--- src/rtl/reg_read_bank.sv ---
// Register bank with one write port and two registered read ports, entry 0 hardwired to zero.
// Optional macro REG_BYPASS_EN forwards same-edge write data to a colliding read.
module reg_read_bank #(
    parameter int WIDTH = 32,
    parameter int SIZE  = 5
) (
    input  logic             clk,
    input  logic             reset,
    input  logic             we,
    input  logic [SIZE-1:0]  wr_addr,
    input  logic [WIDTH-1:0] wr_data,
    input  logic             rd_req,
    input  logic [SIZE-1:0]  rd_addr_a,
    input  logic [SIZE-1:0]  rd_addr_b,
    output logic [WIDTH-1:0] rd_data_a,
    output logic [WIDTH-1:0] rd_data_b,
    output logic             rd_valid
);

    localparam int DEPTH = 2 ** SIZE;

`ifdef REG_BYPASS_EN
    localparam bit BYPASS = 1'b1;
`else
    localparam bit BYPASS = 1'b0;
`endif

    logic [WIDTH-1:0] mem [DEPTH];
    logic             wr_live;
    logic [WIDTH-1:0] word_a;
    logic [WIDTH-1:0] word_b;

    // Entry 0 is cleared by reset and never written, so it always reads zero.
    assign wr_live = we && (wr_addr != '0);

    always_ff @(posedge clk or negedge reset) begin
        if (!reset) begin
            for (int i = 0; i < DEPTH; i++) begin
                mem[i] <= '0;
            end
        end else if (wr_live) begin
            mem[wr_addr] <= wr_data;
        end
    end

    always_comb begin
        word_a = mem[rd_addr_a];
        word_b = mem[rd_addr_b];
        if (BYPASS && wr_live && (wr_addr == rd_addr_a)) begin
            word_a = wr_data;
        end
        if (BYPASS && wr_live && (wr_addr == rd_addr_b)) begin
            word_b = wr_data;
        end
    end

    always_ff @(posedge clk or negedge reset) begin
        if (!reset) begin
            rd_data_a <= '0;
            rd_data_b <= '0;
            rd_valid  <= 1'b0;
        end else begin
            rd_valid <= rd_req;
            if (rd_req) begin
                rd_data_a <= word_a;
                rd_data_b <= word_b;
            end
        end
    end

endmodule

--- config.mk ---
export PLATFORM = sky130hd
export DESIGN_NAME = reg_read_bank
export DESIGN_NICKNAME = d
export VERILOG_FILES = /design/src/rtl/reg_read_bank.sv
export SDC_FILE = /design/constraint.sdc
export NUM_CORES = 2
export LEC_CHECK = 0
export CAP_MARGIN = 20
export CORE_UTILIZATION = 55
export DETAILED_ROUTE_END_ITERATION = 8
export GPL_TIMING_DRIVEN = 0
export PLACE_DENSITY = 0.71
export SETUP_SLACK_MARGIN = 0.05
export SKIP_CTS_REPAIR_TIMING = 1
export SLEW_MARGIN = 20
export SYNTH_ARGS = -nofsm -noshare
export SYNTH_HDL_FRONTEND = slang
export SYNTH_SLANG_ARGS = --single-unit
--- constraint.sdc ---
create_clock -name clk -period 2.9 [get_ports clk]
set_input_delay 0.58 -clock clk [delete_from_list [all_inputs] [get_ports clk]]
set_output_delay 0.58 -clock clk [all_outputs]
set_load 0.05 [all_outputs]
==> impl_metrics.toml <==
[sta]
fmax_mhz = 326
period_needed_ns = 3.06
slew_violations = 0
hold_viol = 115
rsz0062_at_grt = "true"
finalWorstSetupSlack_ns = -0.164
skew_ns = 0.0271
max-slew-margin-rel_pct = 10.2
whs_ns = -0.221
fin_crit_sh_pct = 106
tightest_slew_ns = 1.35
finalSetupViolations = 25
final.setup.tns_ns = -1.29

[setup_path]
path_delay_family = "buffers and inverters"
path_depth = 8
worstSetupStartpoint = "rd_addr_b[1]"
cp_slowest_cell = "clkbuf_1"
r2r_start = "mem[497]$_DFFE_PN0P_"
ff2ff_path_depth = 5
crit_end = "rd_data_b[7]$_DFFE_PN0P_"
critical_path.max_fanout = 10
cp-start-kind = "input port"
timing.rr.end = "rd_data_a[17]$_DFFE_PN0P_"
cp_num_buf_inv = 3
critPathCaptureType = "flip-flop"
cp.required_ns = 3.53
rrSetupSlack_ns = 0.96
worstPathArrival_ns = 3.69
crit_chain = "clkdlybuf4s50_1 > nor2b_1 > buf_2 > clkbuf_1 > a22oi_1 > a21oi_1 > nor4_1 > mux2_2"
cpPeakStageDelay_ns = 0.79
path_class = "in2reg"

[floorplan]
die_x_um = 326
ios = 116
die-area_sq_um = 106000
initial_core_util_pct = 55.7
core_sq_um = 104000
rows = 118
fp.dieH_um = 326

[drt]
antenna_left = 0
drc = 0
wirelength_um = 232000
dr.pass1.iters = 6
drt_iter0_markers = 6369
wl_per_cell_um = 36.9
vias_per_cell = 7.07
dr_total_vias = 44400

[synth]
async_flop_share_pct = 100
ys_ff_latch = 1089
synth_area_sq_um = 57800
synth_nets = 4596
synth_flop_cell = "dfrtp_1"
syn_area_per_cell_sq_um = 12.7
seq_area_frac_synth_pct = 47.1
ys_types = 27
synth_edf_count = 0
yosysWarningCount = 0
synthCells = 4545

[hold_path]
hold_class = "in2async"

[power]
switching_share_pct = 30.5
p_switching_uw = 14100
peakVddDrop_mv = 0.537
clkPwrFrac_pct = 34.8
internal-power_uw = 32100
p_per_area_nw_per_um2 = 706
p_leak_uw = 0.0305
seq_power_share_pct = 43.9
p_comb_share_pct = 21.3

[grt]
antenna_found_initial = 5
grt-ovfl-total = 0
grt_pass1_wl_um = 324000
grt_usage_pct = 43.1
grt_max_degree = 143
grt_pass1_vias = 43300

[finish]
area_growth_pct = 13.0
num-fill-cells = 8128
final_common_cell = "dfrtp_1"
final_cell_mix = "1089 x dfrtp_1, 1047 x mux2_2, 1024 x mux2i_1, 512 x a22oi_1, 255 x a21oi_1"
drive_gt1_share_pct = 32.3
nets = 4847
fin_util_pct = 63.0

[outcome]
violations = "hold timing, setup timing"
status = "finished with violations"

[clock_tree]
clockBufferDepth = 3
cts.sinks = 1089
clock_latency_ns = 0.75
cts_made_buffers = 119
cts_tree = "yes"
clkTransAtPathRegs_ns = 0.06
cts_htree_levels = 3
root_buffer = "clkbuf_16"

[run]
drv_cap = 0

[place]
detailedPlacementHpwl_um = 151000
gp_congestion = 1.00
port_buffers = 113
==> worst min path at each step <==
stage / to / slack, ns / depth (start not counted)
floorplan: mem[0]$_DFFE_PN0P_ / 0.28 / 0
global placement: mem[1018]$_DFFE_PN0P_ / 0.46 / 1
detailed placement: mem[1010]$_DFFE_PN0P_ / 0.47 / 1
CTS: rd_data_a[15]$_DFFE_PN0P_ / -0.15 / 1
global route: mem[79]$_DFFE_PN0P_ / -0.13 / 1
finish: mem[79]$_DFFE_PN0P_ / -0.22 / 1
==> per-layer routing <==
| layer | vias up | global-route usage [%] | wire (um) |
|---|---|---|---|
| met5 | - | 0.0887 | 48 |
| met2 | 3288 | 59.4 | 95400 |
| met3 | 890 | 15.3 | 29700 |
| met1 | 22700 | 56.5 | 88800 |
| met4 | 6 | 29.4 | 18200 |
| li1 | 17500 | - | - |
==> registers in the layout (all words and copies together), names as in the netlist <==
name       count
rd_data_b     32
rd_valid       1
mem         1024
rd_data_a     32
==> cells by family (layout without fill, tap and decap cells) <==
kind of cell | count (synthesis) | in the layout | share of synthesized area, %
other cells | 0 | 6 | 0
mux | 2080 | 2080 | 38.3
buf+inv | 480 | 833 | 4.40
compound gates | 768 | 768 | 8.87
simple gates | 128 | 128 | 1.30
flops | 1089 | 1089 | 47.1
==> power groups by stage <==
stage | combinational, uW | clock [uW] | sequential [uW]
finish | 9830 | 16100 | 20300
floorplan | 6150 | 0 | 20400
CTS | 9580 | 16000 | 20100
global route | 10300 | 16600 | 20600
global placement | 9130 | 0 | 20300
detailed placement | 9530 | 0 | 20400
==> area by class of cell <==
class / count / area, sq um / area share (%)
well taps: 1380 / 1730 / 2.64
clock inverters: 50 / 589 / 0.902
diodes: 6 / 15.0 / 0.0230
repair buffers: 131 / 1560 / 2.39
clock buffers: 173 / 3480 / 5.33
flip-flops and latches: 1089 / 27300 / 41.7
plain buffers: 479 / 2660 / 4.07
multi-input cells: 2976 / 28100 / 42.9
==> synth_stat cells, drive strengths merged (2+ instances only) <==
library cell	n	area, sq um
a21oi	256	1280
a22oi	512	3840
and2	2	12.5
buf	252	1680
clkbuf	228	860
dfrtp	1089	27300
mux2	1056	11900
mux2i	1024	10200
nand2	18	67.6
nand2b	4	25.0
nand3	2	10.0
nand3b	4	30.0
nor2	19	101
nor2b	4	25.0
nor3b	4	30.0
nor4	64	400
or2	3	18.8
==> stage by stage <==
step | worst slack (ns) | cell area [sq um] | std cells | total power [uW] | hold slack [ns]
final | -0.164 | 65300 | 6284 | 46100 | -0.221
after global routing | 0.0121 | 65300 | 6278 | 47500 | -0.135
after CTS | -0.480 | 65200 | 6276 | 45700 | -0.152
after detailed placement | -1.23 | 61100 | 6053 | 29900 | 0.469
after global placement | -48.95 | 60700 | 6038 | 29500 | 0.461
after floorplan | 0.922 | 57800 | 4545 | 26500 | 0.284
Power figures use the tool's default switching activity.
